### src/rtl/aes_pkg.sv
// Shared AES definitions: sizes, FSM states, GF(2^8) helper and S-box table.
package aes_pkg;

    localparam int NUM_ROUNDS = 10;
    localparam int BLOCK_W    = 128;
    localparam int KEYS_W     = (NUM_ROUNDS + 1) * BLOCK_W;

    typedef enum logic [1:0] {
        IDLE,
        RUN,
        DONE
    } aesState_t;

    // Entry for byte value v sits at bits [8*(255-v) +: 8]
    localparam logic [2047:0] SBOX_TAB = {
        128'h637c777bf26b6fc53001672bfed7ab76,
        128'hca82c97dfa5947f0add4a2af9ca472c0,
        128'hb7fd9326363ff7cc34a5e5f171d83115,
        128'h04c723c31896059a071280e2eb27b275,
        128'h09832c1a1b6e5aa0523bd6b329e32f84,
        128'h53d100ed20fcb15b6acbbe394a4c58cf,
        128'hd0efaafb434d338545f9027f503c9fa8,
        128'h51a3408f929d38f5bcb6da2110fff3d2,
        128'hcd0c13ec5f974417c4a77e3d645d1973,
        128'h60814fdc222a908846eeb814de5e0bdb,
        128'he0323a0a4906245cc2d3ac629195e479,
        128'he7c8376d8dd54ea96c56f4ea657aae08,
        128'hba78252e1ca6b4c6e8dd741f4bbd8b8a,
        128'h703eb5664803f60e613557b986c11d9e,
        128'he1f8981169d98e949b1e87e9ce5528df,
        128'h8ca1890dbfe6426841992d0fb054bb16
    };

    function automatic logic [7:0] xtime(input logic [7:0] b);
        return {b[6:0], 1'b0} ^ (b[7] ? 8'h1b : 8'h00);
    endfunction

    function automatic logic [7:0] sbox(input logic [7:0] b);
        return SBOX_TAB[{~b, 3'b000} +: 8];
    endfunction

endpackage

### src/rtl/aes_round.sv
// One combinational AES round: SubBytes, ShiftRows, optional MixColumns,
// AddRoundKey. Byte i of a block is bits [127-8*i -: 8], column-major.
module aes_round
    import aes_pkg::*;
(
    input  logic [BLOCK_W-1:0] stateIn,
    input  logic [BLOCK_W-1:0] roundKey,
    input  logic               lastRound,
    output logic [BLOCK_W-1:0] stateOut
);

    logic [7:0] sb [16];
    logic [7:0] sr [16];
    logic [7:0] mc [16];

    for (genvar i = 0; i < 16; i++) begin : gSub
        assign sb[i] = sbox(stateIn[127-8*i -: 8]);
    end

    // Row r of the output takes column (c+r) mod 4 of the input
    for (genvar c = 0; c < 4; c++) begin : gCol
        for (genvar r = 0; r < 4; r++) begin : gRow
            assign sr[r+4*c] = sb[r+4*((c+r)%4)];
        end

        logic [7:0] a0, a1, a2, a3;
        assign a0 = sr[4*c];
        assign a1 = sr[4*c+1];
        assign a2 = sr[4*c+2];
        assign a3 = sr[4*c+3];

        assign mc[4*c]   = xtime(a0) ^ xtime(a1) ^ a1 ^ a2 ^ a3;
        assign mc[4*c+1] = a0 ^ xtime(a1) ^ xtime(a2) ^ a2 ^ a3;
        assign mc[4*c+2] = a0 ^ a1 ^ xtime(a2) ^ xtime(a3) ^ a3;
        assign mc[4*c+3] = xtime(a0) ^ a0 ^ a1 ^ a2 ^ xtime(a3);
    end

    for (genvar i = 0; i < 16; i++) begin : gKey
        assign stateOut[127-8*i -: 8] =
            (lastRound ? sr[i] : mc[i]) ^ roundKey[127-8*i -: 8];
    end

endmodule

### src/rtl/aes_encrypt_iter.sv
// Iterative AES-128 encryption core, one round per clock, valid/ready I/O.
// Define AES_KEY_LATCH_EN to register the round keys on accept.
module aes_encrypt_iter
    import aes_pkg::*;
(
    input  logic               clk,
    input  logic               reset,
    input  logic [BLOCK_W-1:0] dataIn,
    input  logic [KEYS_W-1:0]  keysIn,
    input  logic               inValid,
    output logic               inReady,
    output logic [BLOCK_W-1:0] dataOut,
    output logic               outValid,
    input  logic               outReady,
    output logic               busy
);

    localparam logic [3:0] LAST = 4'(NUM_ROUNDS);

    aesState_t fsm, fsmNext;
    logic [3:0] roundCnt;
    logic [BLOCK_W-1:0] state;
    logic [BLOCK_W-1:0] roundOut;
    logic [KEYS_W-1:0] keySrc;
    logic [NUM_ROUNDS:0][BLOCK_W-1:0] keyArr;
    logic cntOk;
    logic lastRound;

`ifdef AES_KEY_LATCH_EN
    logic [KEYS_W-1:0] keyReg;

    always_ff @(posedge clk) begin
        if (reset) begin
            keyReg <= '0;
        end else if (fsm == IDLE && inValid) begin
            keyReg <= keysIn;
        end
    end

    assign keySrc = keyReg;
`else
    assign keySrc = keysIn;
`endif

    assign keyArr    = keySrc;
    assign cntOk     = (roundCnt != 4'd0) && (roundCnt <= LAST);
    assign lastRound = (roundCnt == LAST);

    aes_round uRound (
        .stateIn  (state),
        .roundKey (keyArr[roundCnt]),
        .lastRound(lastRound),
        .stateOut (roundOut)
    );

    always_comb begin
        fsmNext  = fsm;
        inReady  = 1'b0;
        outValid = 1'b0;
        busy     = 1'b0;
        unique case (fsm)
            IDLE: begin
                inReady = 1'b1;
                if (inValid) fsmNext = RUN;
            end
            RUN: begin
                busy = 1'b1;
                if (!cntOk) fsmNext = IDLE;
                else if (lastRound) fsmNext = DONE;
            end
            DONE: begin
                busy     = 1'b1;
                outValid = 1'b1;
                if (outReady) fsmNext = IDLE;
            end
            default: fsmNext = IDLE;
        endcase
    end

    always_ff @(posedge clk) begin
        if (reset) begin
            fsm      <= IDLE;
            roundCnt <= '0;
            state    <= '0;
            dataOut  <= '0;
        end else begin
            fsm <= fsmNext;
            unique case (fsm)
                IDLE: begin
                    if (inValid) begin
                        state    <= dataIn ^ keysIn[BLOCK_W-1:0];
                        roundCnt <= 4'd1;
                    end
                end
                RUN: begin
                    if (!cntOk) begin
                        roundCnt <= '0;
                    end else if (lastRound) begin
                        state    <= roundOut;
                        dataOut  <= roundOut;
                        roundCnt <= '0;
                    end else begin
                        state    <= roundOut;
                        roundCnt <= roundCnt + 4'd1;
                    end
                end
                default: ;
            endcase
        end
    end

endmodule

### config.mk
export PLATFORM = sky130hd
export DESIGN_NAME = aes_encrypt_iter
export DESIGN_NICKNAME = d
export VERILOG_FILES = /design/src/rtl/aes_pkg.sv /design/src/rtl/aes_round.sv /design/src/rtl/aes_encrypt_iter.sv
export SDC_FILE = /design/constraint.sdc
export NUM_CORES = 2
export LEC_CHECK = 0
export ABC_CLOCK_PERIOD_IN_PS = 8450
export BUFFER_PORTS_ARGS = -buffer_cell sky130_fd_sc_hd__clkbuf_2
export CAP_MARGIN = 15
export CORE_AREA = 2 2 642 644
export DETAILED_ROUTE_END_ITERATION = 6
export DIE_AREA = 0 0 644 646
export PLACE_DENSITY_LB_ADDON = 0.3
export SYNTH_ARGS = -nofsm -noshare
export SYNTH_HDL_FRONTEND = slang
export SYNTH_SLANG_ARGS = --single-unit
### constraint.sdc
create_clock -name clk -period 8.45 [get_ports clk]
set_input_delay 0.845 -clock clk [delete_from_list [all_inputs] [get_ports clk]]
set_output_delay 0.845 -clock clk [all_outputs]
set_load 0.02 [all_outputs]
* Word-level counts from Yosys, hierarchy flattened
Index checks and enable logic that the tools add are counted. W data, S select, Z words.
Storage, ports and cells: bits in registers 262, bits of input ports 1540, output and inout port bits 131, logic and storage cells 201
Cells by class: add/sub/neg operators 1, order comparisons 2, equal/unequal tests 7, shifts and indexed selects 16, mux-type cells 49, bitwise gates (word level) 113, reduce and logical (&&, ||, !) cells 9
Operators by type and width (number):
- $shiftx A2048 B12 Y8 const A | 16
- $xor A8 B8 Y8 | 96
- $bmux W128 S4 | 1
- $mux W128 | 3
- $pmux W128 S2 | 1
- $mux W8 | 16
- $not A8 Y8 | 16
- $xor A128 B128 Y128 | 1
- $mux W5 | 16
- $mux W4 | 3
- $reduce_and A3 Y1 | 3
- $mux W2 | 4
- $pmux W4 S2 | 1
- $ne A2 B2 Y1 const B | 3
- $pmux W2 S3 | 1
- $lt A4 B5 Y1 const B | 1
- $add A4 B1 Y4 const B | 1
- $eq A4 B4 Y1 const B | 1
- $le A4 B4 Y1 const B | 1
- $reduce_bool A4 Y1 | 1
- $mux W1 | 3
- $ne A3 B2 Y1 const B | 1
- $eq A2 B1 Y1 const B | 1
- $eq A2 B2 Y1 const B | 1
- 5 further kinds | 5

* Longest topological paths before layout
word-level depth 12, mapped depth 18, mapped depth without buffers 15

* By module
From an unflattened synthesis, not the netlist that was laid out.
Second synthesis, totals: cells, all modules 12138, area total of the unflattened synthesis 82606.7 sq um
By module, submodules not included:
- aes_round | times used 1, cells an instance 9364, area an instance 59671.0 sq um, seq. area each 0.0 sq um
- aes_encrypt_iter | times used 1, cells an instance 2774, area an instance 22935.7 sq um, seq. area each 5245.0 sq um

* Worst setup path before layout
OpenSTA, ideal clock, no wires.
path type flip-flop to flip-flop, start reg state[33], end reg state[7], arrival 4.203 ns, slack 4.125 ns, cell stages (with the launch flop) 17, path buffers 3, cell sequence dfxtp_1 > buf_2 > clkbuf_1 > buf_2 > inv_1 > ha_1 > or3b_4 > and3_4 > a311oi_2 > a311oi_1 > or3_4 > o31ai_4 > xor2_2 > xnor3_1 > mux2i_1 > xnor2_1 > a221o_1
Between the ends: longest elaborated chain between the ends 8
Ends and longest elaborated chain:
- from (decl) | line aes_encrypt_iter.sv:22 | logic [BLOCK_W-1:0] state;
- from (signal assigned) | line aes_encrypt_iter.sv:91 | state <= dataIn ^ keysIn[BLOCK_W-1:0];
- from (signal assigned) | line aes_encrypt_iter.sv:99 | state <= roundOut;
- from (signal assigned) | line aes_encrypt_iter.sv:103 | state <= roundOut;
- $not A8 Y8 * | line aes_pkg.sv:39 | return SBOX_TAB[{~b, 3'b000} +: 8];
- $shiftx A2048 B12 Y8 * | line aes_pkg.sv:39
- $xor A8 B8 Y8 | line aes_pkg.sv:35 | return {b[6:0], 1'b0} ^ (b[7] ? 8'h1b : 8'h00);
- $xor A8 B8 Y8 | line aes_round.sv:35 | assign mc[4*c+3] = xtime(a0) ^ a0 ^ a1 ^ a2 ^ xtime(a3);
- $mux W8 * | line aes_round.sv:40 | (lastRound ? sr[i] : mc[i]) ^ roundKey[127-8*i -: 8];
- $xor A8 B8 Y8 * | line aes_round.sv:40
- $mux W128 * | line aes_encrypt_iter.sv:96 | if (!cntOk) begin
- $pmux W128 S2 * | line aes_encrypt_iter.sv:88 | unique case (fsm)
Mark *: on every way between the ends. The rest lies on a longest branch, timed or not. The select of a mux whose other input is x is not followed. A chain may end at the register's enable or synchronous reset.

* Final worst setup path
start reg state[24], end reg state[0]
Between the ends: longest elaborated chain between the ends 12
Ends and longest elaborated chain (line):
- $not A8 Y8 * | aes_pkg.sv:39
- $shiftx A2048 B12 Y8 * | aes_pkg.sv:39
- $mux W5 | aes_pkg.sv:35
- $xor A8 B8 Y8 | aes_pkg.sv:35
- $xor A8 B8 Y8 * (4 in series) | aes_round.sv:35
- $mux W8 * | aes_round.sv:40
- $xor A8 B8 Y8 * | aes_round.sv:40
- $mux W128 * | aes_encrypt_iter.sv:96
- $pmux W128 S2 * | aes_encrypt_iter.sv:88
Marks and branches as above.

==> impl_results.md <==
* Status: complete, but fails checks
* Failing checks: design-rule violations
* Worst Path Required at 8.97 ns
* Syn_nets at 13700
* Seq/Total Area, Yosys at 6.27%
* DR DRC count at 5
* Critical Path, Cell by Cell: buf_4, clkinv_1, ha_1, buf_4, nor2b_1, nor2_1, mux4_2, a211oi_1, a211oi_1, a31oi_2, xor2_1, xnor2_1, a211oi_1, a211oi_1
* PwrDens at 627 mW/mm^2
* Total gr overflow at 0
* Post-Synthesis Cells at 11900
* Tmin final at 6.43 ns
* Count leader, synth: a21oi_1
* Slowest cell delay on critical path at 0.81 ns
* PortBufs at 1670
* WL/cell at 43.9 um
* H-tree Lvls at 2
* R2R setup slack at 2.02 ns
* Ys async rst share at 0%
* Post-placement worst setup slack at 2.41 ns
* Seq cells post-synth at 262
* Clock skew at 0.0305 ns
* Post-CTS Setup Bufs at 0
* Mean Syn Cell Area at 7.01 um^2
* Max_slew headroom at 10.0%
* Full die area at 0.416 mm^2
* Num ports at 1671
* Design Area, Final at 0.0988 mm^2
* Max FO, Critical Path at 34
* GRT Total Usage at 36.7%
* Startpoint Class: register
* Tcrit/Tclk final at 76.1%
* Cts hold-fix bufs at 0
* Pin count of the biggest net entering global routing at 106
* FMAX at 0.156 GHz
* Yosys cell types at 108
* Vias in the first global route at 103000
* Worst skew pair latency at 0.71 ns
* Main area contributors after synthesis: mux4_2, a21oi_1, dfxtp_1
* Most used cell, CP: a211oi_1
* Min-delay worst type: register to register
* Via density at 6.18
* CTS tree: yes
* Yosys warns at 0
* Post-DP Area at 0.0966 mm^2
* Root Buffer: clkbuf_16
* First-pass GRT wire length at 1040000 um
* FP Rows at 235
* TritonCTS Buffers at 43
* Max Cap Viol at 0
* Yosys top cell area share at 11.9%
* Critical path endpoint category: register
* Resize count post-CTS at 0
* Filler cell count at 46500
* Post-synth EDFFs at 0
* Worst path slowest cell: a211oi_1
* Top_reg_cell synth: dfxtp_1
* Area grow syn2layout at 18.2%
* TNS Setup at 0 ns
* Unrepaired setup endpoints after global routing: false
* Floorplan Core Area at 0.409 mm^2
* Slew Limit Fails at 0
* Worst slew pin tran at 1.35 ns
* Iter 0 DRT Violations at 18100
* Routability cong. at 1.04
* Synth area leader: mux4_2
* Share of cells above drive strength 1 at 22.9%
* Syn Std Cell Area at 0.0836 mm^2
* Final hold vios at 0
* Die height at 646 um
* Worst EP arrival at 6.94 ns
* Final #Nets at 14400
* Initial antenna violation count at 318
* Max Buffers Root-to-Sink at 3
* Most frequent cells after synthesis: a21oi_1, nor2_1, o21ai_0
* Placed wire-length estimate at 649000 um
* Die width at 644 um
* Setup WS post-layout at 2.02 ns
* Initial core utilization at 20.5%
* Detail Route Antenna Nets at 0
* Crit Path Category: register to register
* Via Count at 114000
* Final wirelength at 807000 um
* CTS sink count at 262
* CTS clk-pin slew, worst paths at 0.08 ns
* VDD IR-drop max at 511 uV
* Final Setup Violations at 0
* 1st-pass router iterations at 7
* Leakage at 36.0 nW
==> power breakdown <==
group / total [mW] / internal [mW] / switching, mW
Sequential: 2.58 / 1.55 / 1.03
Combinational: 57.3 / 20.3 / 37.0
Clock: 2.00 / 1.07 / 0.926
==> path summary, 6_finish.rpt <==
check | start | endpoint | cells after the start
hold / removal | dataOut[89] | dataOut[89] | 2
setup reg to reg | state[24] | state[0] | 14
hold reg to reg | dataOut[89] | dataOut[89] | 2
setup / recovery | state[24] | state[0] | 14
==> area by class of cell <==
type	instances	area [um^2]	area share, %
Clock inverter	27	263	0.266
Clock buffer	51	1150	1.16
Sequential cell	262	5390	5.46
Timing Repair Buffer	2072	11700	11.8
Tap cell	5451	6820	6.90
Antenna cell	279	698	0.707
Inverter	195	742	0.751
Multi-Input combinational cell	10100	72100	72.9
==> layer usage <==
metal  share of wire (%)  track usage, %
met5                0.10               0
met2                  42            55.1
met1                  38            44.8
met4                 8.8            26.6
met3                  11            10.4
==> placed cells by master (no fill, tap or decap), types with 48 or more instances in the layout <==
| master | n |
|---|---|
| clkbuf_2 | 1669 |
| a21oi_1 | 1062 |
| nor2_1 | 1013 |
| o21ai_0 | 948 |
| nand2_1 | 926 |
| xnor2_1 | 508 |
| mux4_2 | 441 |
| buf_4 | 375 |
| nor3_1 | 362 |
| mux2i_1 | 352 |
| nand2b_1 | 328 |
| nor2b_1 | 306 |
| xor2_1 | 299 |
| nand3_1 | 294 |
| diode_2 | 279 |
| a211oi_1 | 269 |
| ha_1 | 234 |
| a31oi_1 | 229 |
| o22ai_1 | 205 |
| dfxtp_1 | 198 |
| o211ai_1 | 196 |
| a311oi_1 | 157 |
| inv_1 | 153 |
| o311ai_0 | 147 |
| o31ai_1 | 126 |
| a221oi_1 | 108 |
| and2_1 | 106 |
| o221ai_1 | 85 |
| or2_2 | 81 |
| a21o_1 | 80 |
| a211o_1 | 72 |
| or3_1 | 67 |
| o2111ai_1 | 63 |
| o21a_1 | 51 |
| a2111oi_0 | 51 |
| a311o_1 | 50 |
| and3_1 | 48 |
==> critical path: cells and delay by family, from the launching register on <==
| family | cells | cell delay [ns] |
|---|---|---|
| AOI/OAI and AO/OA | 5 | 2.29 |
| buffers and inverters | 3 | 1.21 |
| xor gates and xnor gates | 2 | 0.90 |
| and+or+nand+nor | 2 | 0.56 |
| adders and majority gates | 1 | 0.47 |
| muxes | 1 | 0.47 |
| DFF | 1 | 0.31 |
==> cells by family (layout without fill, tap and decap cells) <==
logic type,after synthesis,after routing,synth area share (%)
compound gates,4397,4397,34.9
xor+xnor,835,835,9.14
fa+ha+maj,237,237,3.54
buf+inv,1591,2345,7.85
flops,262,262,6.27
mux,825,825,16.5
other cells,0,279,0
simple gates,3783,3783,21.8
==> registers in the layout (all words and copies together) (netlist names) <==
register and flops:
fsm 2, roundCnt 4, dataOut 128, state 128
==> per-stage QoR <==
step                      hold WS [ns]  util, %  cells  power [mW]
after floorplan                  0.469        -  11900        38.9
after global placement           0.442     23.6  18000        58.5
after detailed placement         0.447     23.6  18100        57.5
after CTS                        0.457     24.0  18100        59.8
after global routing             0.474     24.1  18300        63.8
final                            0.456     24.2  18400        61.9
(Power assumes the default switching activity.)
